**config.mk**
```make
export PLATFORM = sky130hd
export DESIGN_NAME = mmio_uart_tx
export DESIGN_NICKNAME = d
export VERILOG_FILES = /design/src/rtl/mmio_uart_tx.sv
export SDC_FILE = /design/constraint.sdc
export NUM_CORES = 1
export LEC_CHECK = 0
export ABC_AREA = 1
export BUFFER_PORTS_ARGS = -buffer_cell sky130_fd_sc_hd__buf_2
export CAP_MARGIN = 20
export CORE_MARGIN = 2
export CORE_UTILIZATION = 40
export CTS_CLUSTER_SIZE = 12
export DETAILED_ROUTE_END_ITERATION = 10
export PLACE_DENSITY = 0.67
export REMOVE_ABC_BUFFERS = 1
export SETUP_SLACK_MARGIN = 0.4
export SLEW_MARGIN = 0
export SYNTH_ARGS = -nofsm -noshare
export SYNTH_HDL_FRONTEND = slang
export SYNTH_SLANG_ARGS = --single-unit
```
**constraint.sdc**
```tcl
create_clock -name clk -period 2.7 [get_ports clk]
set_input_delay 0.27 -clock clk [delete_from_list [all_inputs] [get_ports clk]]
set_output_delay 0.27 -clock clk [all_outputs]
set_load 0.02 [all_outputs]
```
**src/rtl/mmio_uart_tx.sv**
```systemverilog
// Memory-mapped 8N1 UART transmitter on the data-memory bus, with a small TX FIFO and STATUS/DIVISOR registers.
// Latency: a TXDATA store at edge k pops at edge k+1 and tx falls after k+1; each bit lasts div_q+1 cycles.
// Backpressure: none on the bus. A store to a full FIFO is dropped and sets the sticky ovf flag, unless a pop happens on the same edge.
// Ports: clk, reset (async, active-high); we/a/wd store bus; rd combinational read data (0 outside
//   the window); sel address-window hit; tx registered serial output, idle high.
module mmio_uart_tx #(
  parameter logic [31:0] BASE_ADDR   = 32'h0000_0400,
  parameter int          FIFO_DEPTH  = 4,
  parameter logic [15:0] DEFAULT_DIV = 16'd15
) (
  input  logic        clk,
  input  logic        reset,
  input  logic        we,
  input  logic [31:0] a,
  input  logic [31:0] wd,
  output logic [31:0] rd,
  output logic        sel,
  output logic        tx
);

  localparam int AW = (FIFO_DEPTH > 1) ? $clog2(FIFO_DEPTH) : 1;
  localparam logic [AW:0] DEPTH_C = FIFO_DEPTH[AW:0];

  localparam logic [1:0] IDLE  = 2'd0;
  localparam logic [1:0] START = 2'd1;
  localparam logic [1:0] DATA  = 2'd2;
  localparam logic [1:0] STOP  = 2'd3;

  // Register decode
  logic [1:0] off;
  logic       wr_txdata;
  logic       wr_status;
  logic       wr_div;

  assign off       = a[3:2];
  assign sel       = (a[31:4] == BASE_ADDR[31:4]);
  assign wr_txdata = we & sel & (off == 2'd0);
  assign wr_status = we & sel & (off == 2'd1);
  assign wr_div    = we & sel & (off == 2'd2);

  // Byte-lane bits not used by any register
  logic unused_bits;
  assign unused_bits = ^{a[1:0], wd[31:16]};

  // Registers and state
  logic [15:0]   divisor;
  logic          ovf;
  logic [1:0]    state;
  logic [7:0]    shreg;
  logic [2:0]    bitcnt;
  logic [15:0]   baud;
  logic [15:0]   div_q;

  // TX FIFO
  logic [7:0]    mem [FIFO_DEPTH];
  logic [AW-1:0] wr_ptr;
  logic [AW-1:0] rd_ptr;
  logic [AW:0]   count;
  logic          full;
  logic          empty;
  logic          baud_zero;
  logic          pop;
  logic          push_ok;
  logic          busy;
  logic [3:0]    cnt4;

  assign full      = (count == DEPTH_C);
  assign empty     = (count == '0);
  assign baud_zero = (baud == 16'd0);
  assign busy      = (state != IDLE);
  assign cnt4      = 4'(count);

  // A new frame starts from IDLE, or straight from the last STOP cycle so
  // back-to-back frames have no idle gap.
  assign pop     = !empty && ((state == IDLE) || ((state == STOP) && baud_zero));
  // A full FIFO still accepts a byte when the head leaves on the same edge.
  assign push_ok = wr_txdata && (!full || pop);

  always_ff @(posedge clk) begin
    if (push_ok) begin
      mem[wr_ptr] <= wd[7:0];
    end
  end

  always_ff @(posedge clk or posedge reset) begin
    if (reset) begin
      wr_ptr <= '0;
      rd_ptr <= '0;
      count  <= '0;
    end else begin
      if (push_ok) begin
        wr_ptr <= wr_ptr + AW'(1);
      end
      if (pop) begin
        rd_ptr <= rd_ptr + AW'(1);
      end
      case ({push_ok, pop})
        2'b10:   count <= count + (AW+1)'(1);
        2'b01:   count <= count - (AW+1)'(1);
        default: count <= count;
      endcase
    end
  end

  // Control registers
  always_ff @(posedge clk or posedge reset) begin
    if (reset) begin
      divisor <= DEFAULT_DIV;
      ovf     <= 1'b0;
    end else begin
      if (wr_div) begin
        divisor <= wd[15:0];
      end
      if (wr_txdata && !push_ok) begin
        ovf <= 1'b1;
      end else if (wr_status && wd[3]) begin
        ovf <= 1'b0;
      end
    end
  end

  // Transmit FSM. div_q holds the divisor for the whole frame so that a
  // DIVISOR write only takes effect from the next frame.
  always_ff @(posedge clk or posedge reset) begin
    if (reset) begin
      state  <= IDLE;
      tx     <= 1'b1;
      shreg  <= 8'd0;
      bitcnt <= 3'd0;
      baud   <= 16'd0;
      div_q  <= DEFAULT_DIV;
    end else if (pop) begin
      state  <= START;
      tx     <= 1'b0;
      shreg  <= mem[rd_ptr];
      bitcnt <= 3'd0;
      div_q  <= divisor;
      baud   <= divisor;
    end else begin
      case (state)
        IDLE: begin
          tx <= 1'b1;
        end
        START: begin
          if (baud_zero) begin
            baud  <= div_q;
            state <= DATA;
            tx    <= shreg[0];
          end else begin
            baud <= baud - 16'd1;
          end
        end
        DATA: begin
          if (baud_zero) begin
            baud <= div_q;
            if (bitcnt == 3'd7) begin
              state <= STOP;
              tx    <= 1'b1;
            end else begin
              bitcnt <= bitcnt + 3'd1;
              shreg  <= shreg >> 1;
              // Drive the bit that becomes shreg[0] after this shift
              tx     <= shreg[1];
            end
          end else begin
            baud <= baud - 16'd1;
          end
        end
        STOP: begin
          if (baud_zero) begin
            state <= IDLE;
            tx    <= 1'b1;
          end else begin
            baud <= baud - 16'd1;
          end
        end
        default: begin
          state <= IDLE;
          tx    <= 1'b1;
        end
      endcase
    end
  end

  // Read mux
  always_comb begin
    rd = 32'd0;
    if (sel) begin
      case (off)
        2'd1:    rd = {24'd0, cnt4, ovf, empty, full, busy};
        2'd2:    rd = {16'd0, divisor};
        default: rd = 32'd0;
      endcase
    end
  end

endmodule

```
======== Word level (Yosys, flattened, before mapping) ========
Memories as Yosys holds them, arrays and structs flattened.
Cells that the tools add are included.
cells by class
  add/sub/neg operators ................... 6
  eq/ne operators ......................... 16
  mux-type cells .......................... 31
  bitwise logic cells ..................... 4
  reductions and logical operators ........ 26
operators with widths
  kind                   count
  $mux 16                4
  $pmux 16 s2            2
  $mux 8                 4
  $eq 28x7->1 const B    1
  $logic_not 16->1       1
  $sub 16x1->16 const B  1
  $ne 3x3->1 const B     5
  $mux 3                 4
  $mux 2                 5
  $reduce_bool 2->1      5
  $mux 1                 9
  $eq 2x2->1 const B     4
  $add 3x1->3 const B    2
  $eq 2x1->1 const B     3
  $eq 3x3->1 const B     2
  $pmux 2 s3             1
  $pmux 3 s2             1
  $reduce_and 3->1       2
  $logic_and 1x1->1      5
  $reduce_and 5->1       1
  $add 2x1->2 const B    2
  $and 1x1->1            4
  $logic_not 2->1        2
  $pmux 1 s4             1
  9 further kinds        12
storage, ports and cells
  flip-flop bits (word level) ............. 70
  bits in writable memories ............... 32
  input port bits ......................... 67
  output and inout port bits .............. 34
  memories ................................ 1
memory list
  name  depth  width  rd ports  clocked after Yosys merged registers in  write ports  line  RTL
  mem   4      8      1         0                                        1            55    logic [7:0] mem [FIFO_DEPTH];

======== Logic depth before layout (Yosys ltp) ========
Gate-level depths: netlist of the first run.
  word-level depth ........................ 9
  mapped depth ............................ 16
  gate-level depth less buffers ........... 15

======== Least setup slack after synthesis of the first run ========
OpenSTA, ideal clock, no wires.
  path type ............................... reg-to-reg
  start point ............................. register baud[0]
  end point ............................... memory mem[0][0] (enable)
  library setup time ...................... 0.371 ns
  arrival time ............................ 1.861 ns
  path slack .............................. 0.468 ns
  stages on the path, launching flop included .. 12
  path through ............................ dfrtp_1 inv_1 ha_1 nand3_2 nor2_1 nand3_1 nand2_1 nand2_2 buf_6 nand2_1 nand2_1 nor2_1
between the ends
  cells in the longest elaborated chain, start to end .. 8
ends and longest elaborated chain
  element                       line  RTL
  start: declaration            51    logic [15:0] baud;
  start signal: assignment      138   baud <= divisor;
  start signal: assignment      146   baud <= div_q;
  start signal: assignment      150   baud <= baud - 16'd1;
  $logic_not 16->1              69    assign baud_zero = (baud == 16'd0);
  $logic_and 1x1->1             75    assign pop = !empty && ((state == IDLE) || ((state == STOP) && baud_zero));
  $logic_or 1x1->1              75
  $logic_and 1x1->1             75
  $logic_or 1x1->1              77    assign push_ok = wr_txdata && (!full || pop);
  $logic_and 1x1->1             77
  $mux 1                        80    if (push_ok) begin
  $mux 1 (implied by the code)  81    mem[wr_ptr] <= wd[7:0];
  end: declaration              55
No other way between the ends.

======== Final worst setup path of the first run ========
  start point ............................. register baud[1]
  end point ............................... register count[2]
between the ends
  cells in the longest elaborated chain, start to end .. 8
  elaborated cells between the ends (all ways) .. 10
ends and longest elaborated chain
  element                                          line  RTL
  $logic_not 16->1 (*)                             69
  $logic_and 1x1->1 (*)                            75
  $logic_or 1x1->1 (*)                             75
  $logic_and 1x1->1 (*)                            75
  $logic_or 1x1->1                                 77
  $logic_and 1x1->1                                77
  $eq 2x1->1 or $eq 2x2->1 (tied branches)         97    case ({push_ok, pop})
  $pmux 3 s2 or $reduce_bool 2->1 (tied branches)  n/a
  end signal: assignment                           98    2'b10: count <= count + (AW+1)'(1);
  end signal: assignment                           99    2'b01: count <= count - (AW+1)'(1);
  end signal: assignment                           100   default: count <= count;
  end: declaration                                 58    logic [AW:0] count;
Mark *: on every way between the ends. The rest lies on a longest branch, timed or not.
A chain may end at the register's enable or synchronous reset.

==> results of run 1 <==
[per-layer routing]
layer	vias up	routed length, um	GRT usage [%]	share of wire [%]
li1	2256	-	-	-
met1	1970	5580	23.0	48
met2	97	5360	24.8	46
met3	9	569	3.46	4.9
met4	0	137	4.83	1.2
met5	-	0	0	0
[worst max-delay path, cell delays in order, from the launching register on]
cell	delay [ps]
dfrtp_1	390
inv_1	110
ha_4	170
nand3_4	110
nor2_4	100
nand3_1	100
nand2_1	80
nand2_2	100
inv_2	110
nand2_2	80
fa_2	360
inv_1	80
nand4_1	90
nand3_1	80
nand2_1	60
inv_1	40
[cell type report]
| cell class | count | share of cell area, % |
|---|---|---|
| inverters | 91 | 5.29 |
| clock buffers | 9 | 3.49 |
| well taps | 180 | 3.49 |
| clock inverters | 7 | 0.775 |
| flip-flops and latches | 102 | 42.2 |
| multi-input cells | 458 | 37.7 |
| repair buffers | 81 | 7.05 |
[state kept, by name, summed over array words and instances, names as in the netlist]
name / count
mem: 32
state: 2
div_q: 16
divisor: 16
tx: 1
shreg: 8
ovf: 1
baud: 16
bitcnt: 3
wr_ptr: 2
count: 3
rd_ptr: 2
[stage by stage]
step	setup slack [ps]	power, mW	instance area (um^2)
global placement	311	1.90	6120
CTS	422	3.09	6410
global route	342	3.19	6460
finish	573	3.08	6460
floorplan	-338	1.80	5470
detailed placement	246	1.90	6120
[timing repair]
item,CTS,global route
setup endpoints to repair,13,49
gates resized for setup,2,5
setup buffers,0,3
pin swaps,2,1
gates cloned,1,0
[worst paths after layout]
| path | endpoint | slack (ps) | cells after the start |
|---|---|---|---|
| min | rd_ptr[0] | -10 | 2 |
| max in group asynchronous | divisor[3] | 2030 | 3 |
| min in group clk | divisor[9] | 160 | 2 |
| max reg2reg | count[2] | 570 | 15 |
| min reg2reg | div_q[2] | 470 | 2 |
| max | count[2] | 570 | 15 |
[cells by family after synthesis]
family / count (synthesis) / share of synthesized area [%]
other cells: 1 / 0.0659
xor+xnor: 14 / 2.15
flops: 102 / 47.9
fa+ha+maj: 15 / 3.43
mux: 16 / 3.17
buf+inv: 129 / 10.9
compound gates: 74 / 8.42
simple gates: 322 / 24.0
[power by group through the flow]
stage | Combinational (mW) | Clock (mW) | Sequential [mW]
floorplan | 0.137 | 0 | 1.67
finish | 0.250 | 1.20 | 1.63
global route | 0.284 | 1.28 | 1.63
CTS | 0.249 | 1.22 | 1.63
global placement | 0.242 | 0 | 1.66
detailed placement | 0.246 | 0 | 1.66
[cell usage in the layout (no fill, tap or decap), types with 11 or more instances in the layout]
cell and instances:
mux2_2 16, ha_1 13, conb_1 16, o21ai_1 14, buf_2 66, dfrtp_1 61
o21ai_0 23, nand3_1 52, buf_4 14, inv_1 82, o211ai_2 11, nor2_1 57
edfxtp_1 32, nand2_1 182, a21oi_1 14
==> flow_metrics.tcl, run 1 <==
set metrics [dict create \
    outcome "finished with violations" \
    violations "hold timing" \
    start_util_pct 41.0 \
    via_count 4332 \
    whs_ps -11.8 \
    finalHoldViolCount 21 \
    drc 0 \
    end_kind "flop" \
    cp_max_fo 6 \
    drive_gt1_share_pct 21.4 \
    synth.area.top_cells "dfrtp_1 27%, edfxtp_1 17%, nand2_1 12%" \
    p_leak_nw 3.22 \
    root_buffer "clkbuf_16" \
    coreArea_um2 13900 \
    syn_area_um2 5690 \
    period_needed_ps 2130 \
    yosysTopAreaCellShare_pct 26.8 \
    gp_congestion 0.811 \
    final_util_pct 46.5 \
    drt_iter0_drc 244 \
    seqCellArea_um2 2720 \
    combPwrFrac_pct 8.1 \
    r2r_start "baud[1]" \
    sw_frac_of_total_pct 24.5 \
    critPathKind "reg -> reg" \
    port_buffers 66 \
    synth-edff-count 32 \
    ir_drop_mv 0.321 \
    overflow 0 \
    dr.pass1.iters 5 \
    powerDensity_nw_per_um2 477 \
    synth-seq-cells 102 \
    numPlacedInstances 908 \
    tritoncts "built" \
    syn_inst 673 \
    setup-tns-final_ps 0 \
    grt_pass1_wl_um 19200 \
    yosysMostFrequentCell "nand2_1" \
    synthFlopType "dfrtp_1" \
    maxCapViolCount 0 \
    tightestPinTransition_ps 614 \
    ctsHoldBuffers 0 \
    cts.sinks 102 \
    ys_types 38 \
    rsz0062_at_grt "true" \
    nNetsFinal 825 \
    max_freq_mhz 470 \
    synth_area_per_cell_um2 8.46 \
    die_area_um2 15200 \
    die_h_um 123 \
    min_period_over_period_pct 78.8 \
    relSlewSlack_pct 58.9 \
    ys_top_cells_by_count "182 x nand2_1, 84 x inv_1, 61 x dfrtp_1" \
    clockBufferDepth 2 \
    wl_per_cell_um 12.6 \
    ioPinCount 101 \
    antenna_found_initial 0 \
    hp-class "in -> async" \
    p_int_mw 2.33 \
    route.antenna.remaining_nets 0 \
    num-fill-cells 1365 \
    vias_per_cell 4.67 \
    routed_wl_um 11600 \
    setup_violations 0 \
    path_clk_slew_ps 70 \
    n_antenna_cell 0 \
    cts_made_buffers 9 \
    drv_slew 0 \
    startpoint "baud[1]" \
    power_frac_seq_pct 52.8 \
    areaGrowthSynthToFinish_pct 13.5 \
    switching_power_mw 0.755 \
    cp-start-kind "flop" \
    dp_hpwl_um 8450 \
    fin_cells 928 \
    fin_skew_ps 6.34 \
    htreeDepth 3 \
    grt_pass1_vias 3972 \
    async_flop_share_pct 68.6 \
    yosysTopAreaCell "dfrtp_1" \
    seq_area_frac_synth_pct 47.9 \
    arrival_ps 2420 \
    row_count 43 \
    die_x_um 123 \
    power_frac_clock_pct 39.1 \
    ys_warn_count 0 \
    multiInputGateArea_um2 2440 \
    critPathRequiredTime_ps 2990 \
    grt_use_total_pct 16.2 \
    grt_max_degree 45 \
    clk_latency_ps 340 \
]
Power figures use the tool's default switching activity.
==> run 2: changes to the inputs <==
- clock period: 2.7 -> 2.1 ns (I/O delays scaled with it)
==> run 2 against run 1 <==
Via count increased by 14%. Die area is the same. The flow finishes with violations (setup timing). Largest cell class is now multi-input combinational cells. Sequential cell count did not move. Final area up 22%. Total power up 40%. Critical path depth is 1 lower. Largest power group unchanged. Maximum frequency about the same. Final cell count rose by 6.8%. First-iteration DRC count increased by 40%. Highest routed layer unchanged. Hold slack better by 97 ps.
==> flow_metrics.tcl, run 2 (synthesized netlist as in run 1, its figures left out) <==
set metrics [dict create \
    outcome "finished with violations" \
    violations "setup timing" \
    cts_made_buffers 9 \
    wl_per_cell_um 15.0 \
    whs_ps 85.4 \
    post_dp_cell_area_um2 6310 \
    tritoncts "built" \
    tightestPinTransition_ps 534 \
    nNetsFinal 888 \
    cp_max_fo 6 \
    totalPowerFinal_mw 4.30 \
    min_period_over_period_pct 101 \
    power_frac_seq_pct 48.6 \
    path_buf_inv 3 \
    max_stage_delay_ps 400 \
    largest_reg_flops 32 \
    layout_common_cells "138 x nand2_1, 76 x inv_1, 59 x dfrtp_1" \
    period_needed_ps 2130 \
    gp_congestion 0.787 \
    layout_commonest_cell "nand2_1" \
    p_int_mw 3.24 \
    dp_hpwl_um 8750 \
    grt_max_degree 71 \
    arrival_ps 2370 \
    relSlewSlack_pct 64.4 \
    root_buffer "clkbuf_16" \
    htreeDepth 3 \
    fin_skew_ps 9.48 \
    path_delay_family "simple AND/OR/NAND/NOR gates" \
    ir_drop_mv 0.422 \
    rsz0062_at_grt "true" \
    clk_latency_ps 350 \
    grt_use_total_pct 18.3 \
    grt_pass1_wl_um 22000 \
    end_kind "flop" \
    n_antenna_cell 0 \
    power_frac_clock_pct 40.3 \
    drc 0 \
    vias_per_cell 4.97 \
    via_count 4929 \
    cp-start-kind "flop" \
    ioPinCount 101 \
    drive_gt1_share_pct 41.1 \
    routed_wl_um 14800 \
    route.antenna.remaining_nets 0 \
    critPathKind "reg -> reg" \
    p_leak_nw 3.85 \
    sw_frac_of_total_pct 24.6 \
    setup-tns-final_ps -132 \
    port_buffers 66 \
    setup_violations 9 \
    cts.sinks 102 \
    die_x_um 123 \
    dr.pass1.iters 4 \
    cpMaxStageDelayCell "dfrtp_1" \
    finalHoldViolCount 0 \
    cp_cell_sequence "inv_2, ha_4, nand3_4, nor2_4, nand3_2, nand2_2, nand2_4, buf_12, nand2_4, nor2_4, nor2_4, clkinvlp_4, nand2_1, nand2_1" \
    critPathMostFrequentCell "nor2_4" \
    areaGrowthSynthToFinish_pct 38.1 \
    drt_iter0_drc 341 \
    drv_slew 0 \
    powerDensity_nw_per_um2 548 \
    hp-class "in -> reg" \
    worst_slack_ps -27.3 \
    largest_register "mem" \
    start_util_pct 41.0 \
    clockBufferDepth 2 \
    maxCapViolCount 0 \
    coreArea_um2 13900 \
    place_ws_ps -39.0 \
    row_count 43 \
    combPwrFrac_pct 11.1 \
    die_h_um 123 \
    max_freq_mhz 470 \
    grt_pass1_vias 4549 \
    final_area_um2 7860 \
    path_clk_slew_ps 70 \
    critPathRequiredTime_ps 2350 \
    antenna_found_initial 0 \
    die_area_um2 15200 \
    switching_power_mw 1.06 \
    overflow 0 \
]
-- run 2: what timing repair did --
item	CTS	global route
endpoints found under the hold margin	61	0
cloned	4	3
buffers inserted	16	20
pin swaps	18	46
hold buffers	1	0
endpoints found under the setup margin	99	102
gates resized for setup	73	149
-- run 2: layout make-up --
type / instances / area, um^2
tap: 180 / 225
sequential: 102 / 2730
multi-input combinational: 457 / 3010
timing repair inverter: 1 / 7.51
clock buffer: 10 / 239
clock inverter: 6 / 68.8
timing repair buffer: 144 / 1220
fill: 1193 / 6020
inverter: 91 / 354
-- run 2: routing by layer --
layer,vias to the layer above,global-route usage (%),part of all wire [%]
li1,2396,-,-
met1,2354,24.4,41
met2,159,30.6,52
met3,20,2.91,4.9
met4,0,5.89,2.1
met5,-,0,0
-- run 2: path summary, 6_finish.rpt --
path | startpoint | endpoint | slack (ps) | cells after the start
setup reg to reg | baud[0] | baud[5] | -30 | 14
max in group asynchronous | reset | divisor[3] | 1270 | 4
min in group asynchronous | reset | bitcnt[2] | 450 | 4
hold / removal | wd[8] | divisor[8] | 90 | 2
hold reg to reg | div_q[2] | div_q[2] | 480 | 2
setup / recovery | baud[0] | baud[5] | -30 | 14
-- run 2: worst reg2reg max path: cells and delay by family, from the launching register on --
family                     cells  cell delay, ps
and+or+nand+nor               10            1020
adders and majority gates      1             150
buffers and inverters          3             470
DFF                            1             400
-- run 2: power by group through the flow --
stage / Sequential (mW) / Clock, mW / Combinational, mW
5_1_grt: 2.09 / 1.83 / 0.524
6_report: 2.09 / 1.73 / 0.478
3_5_place_dp: 2.13 / 0 / 0.323
2_1_floorplan: 2.14 / 0 / 0.176
4_1_cts: 2.09 / 1.74 / 0.394
3_3_place_gp: 2.13 / 0 / 0.318
-- run 2: through the flow --
stage	utilization, %	instances
global route	56.6	991
finish	56.6	991
global placement	45.5	931
floorplan	-	650
detailed placement	45.5	931
CTS	51.2	968
==> run 3: changes to the inputs <==
- TNS_END_PERCENT: not set -> 5
==> run 3 against run 2 <==
The flow now finishes without violations. Clock-buffer cell count stayed put. Die area stayed put. Sequential cell count stayed put. Largest cell class is now flip-flops and latches. Critical path type unchanged. Final cell count is 2.5% lower. Core utilization is 5.7 points lower. Via count is 7.1% lower. Maximum frequency is 4.9% higher. Highest routed layer unchanged.
==> flow_metrics.tcl, run 3 (synthesized netlist as in run 1, its figures left out) <==
set metrics [dict create \
    end_kind "flop" \
    hp-class "in -> reg" \
    coreArea_um2 13900 \
    finalHoldViolCount 0 \
    switching_power_mw 0.983 \
    tightestPinTransition_ps 516 \
    die_h_um 123 \
    ioPinCount 101 \
    die_area_um2 15200 \
    startpoint "baud[0]" \
    row_count 43 \
    min_period_over_period_pct 96.6 \
    p_int_mw 3.18 \
    place_ws_ps -39.0 \
    cts.sinks 102 \
    period_needed_ps 2030 \
    final_util_pct 50.9 \
    combPwrFrac_pct 8.9 \
    cp_max_fo 5 \
    rrSetupSlack_ps 70 \
    n_antenna_cell 0 \
    cp-start-kind "flop" \
    drv_slew 0 \
    grt_pass1_vias 4457 \
    antenna_found_initial 0 \
    wl_per_cell_um 12.9 \
    port_buffers 66 \
    root_buffer "clkbuf_16" \
    worst_slack_ps 72.4 \
    power_frac_clock_pct 40.9 \
    routed-wl-met3_um 681 \
    areaGrowthSynthToFinish_pct 24.2 \
    largest_register "mem" \
    layout_common_cells "169 x nand2_1, 77 x inv_1, 63 x buf_2" \
    powerDensity_nw_per_um2 589 \
    vias_per_cell 4.74 \
    nNetsFinal 863 \
    grt_use_total_pct 17.8 \
    sw_frac_of_total_pct 23.6 \
    setup_violations 0 \
    multiInputGateArea_um2 2600 \
    ir_drop_mv 0.420 \
    num-fill-cells 1318 \
    fin_skew_ps 8.52 \
    die_x_um 123 \
    routed_wl_um 12400 \
    overflow 0 \
    grt_pass1_wl_um 21400 \
    clockBufferDepth 2 \
    arrival_ps 2260 \
    relSlewSlack_pct 65.5 \
    met1Wirelength_um 5580 \
    drc 0 \
    cts_made_buffers 9 \
    dp_hpwl_um 8750 \
    r2r_cells 13 \
    drt_iter0_drc 254 \
    path_clk_slew_ps 70 \
    htreeDepth 3 \
    r2r_start "baud[0]" \
    clk_latency_ps 350 \
    met2_length_um 6020 \
    power_frac_seq_pct 50.2 \
    max_freq_mhz 493 \
    critPathRequiredTime_ps 2330 \
    seqCellArea_um2 2730 \
    crit_end "count[1]" \
    start_util_pct 41.0 \
    critPathKind "reg -> reg" \
    route.antenna.remaining_nets 0 \
    gp_congestion 0.787 \
    maxCapViolCount 0 \
    tritoncts "built" \
    via_count 4581 \
    grt_max_degree 71 \
    top_layer_used "met4" \
    dr.pass1.iters 4 \
    r2r-end "count[1]" \
    whs_ps 92.0 \
    final_area_um2 7070 \
    post_dp_cell_area_um2 6310 \
    drive_gt1_share_pct 30.0 \
    outcome "finished, final reports clean" \
    layout_commonest_cell "nand2_1" \
    largest_reg_flops 32 \
    rsz0062_at_grt "true" \
    p_leak_nw 3.50 \
]
## run 3: cell count changes in the layout (fill, tap and decap cells not counted), moves of 6 or more
cell and delta:
buf_4 -9, nand3_4 -6, nand2_2 -22, nand2_4 -6, buf_6 -14, nor2_1 +7, nand3_2 -19, nand3_1 +25
nand2_1 +31, buf_2 +7
## run 3: how the worst min path moves through the flow
stage	startpoint	endpoint	slack, ps	cells after the start
global placement	reset	bitcnt[2]	330	3
finish	wd[8]	divisor[8]	90	2
CTS	wd[8]	divisor[8]	80	2
global route	wd[10]	divisor[10]	100	2
floorplan	wd[0]	mem[0][0]	310	0
detailed placement	reset	bitcnt[2]	320	3
## run 3: cell type report
class                   instances  share of cell area, %
repair inverters                1                  0.106
clock buffers                  10                   3.38
repair buffers                119                   12.0
flip-flops and latches        102                   38.6
multi-input cells             457                   36.8
inverters                      91                   4.98
clock inverters                 6                  0.974
well taps                     180                   3.19
## run 3: metrics by stage
| step | instances | power, mW | setup TNS [ps] |
|---|---|---|---|
| finish | 966 | 4.16 | 0 |
| global route | 966 | 4.32 | -572 |
| CTS | 960 | 4.19 | 0 |
| detailed placement | 931 | 2.45 | -364 |
| global placement | 931 | 2.45 | -30.1 |
| floorplan | 650 | 2.32 | -45500 |
## run 3: power groups by stage
stage               registers [mW]  clock network, mW  logic [mW]
global placement              2.13                  0       0.318
detailed placement            2.13                  0       0.323
finish                        2.09               1.70       0.371
floorplan                     2.14                  0       0.176
global route                  2.09               1.81       0.417
CTS                           2.09               1.74       0.361
## run 3: layer usage
metal | track usage [%] | vias up
li1 | - | 2336
met1 | 24.0 | 2114
met2 | 29.3 | 122
met3 | 3.23 | 9
met4 | 5.33 | 0
met5 | 0 | -
## run 3: timing repair
| action | CTS | global route |
|---|---|---|
| setup endpoints to repair | 99 | 102 |
| hold buffers | 1 | 0 |
| cloned | 3 | 0 |
| endpoints found under the hold margin | 61 | 0 |
| gates resized for setup | 27 | 57 |
| buffers inserted | 9 | 6 |
| pin swaps | 11 | 21 |
## run 3: worst max-delay path, stage by stage, from the launching register on
cell and delay, ps:
dfrtp_1 390, inv_2 90, ha_4 160, nand3_4 70, nor2_4 120, nand3_2 100
nand2_2 90, nand2_4 90, inv_4 70, nand2_2 70, fa_2 520, inv_1 40
nand2_1 60, o21ai_1 60
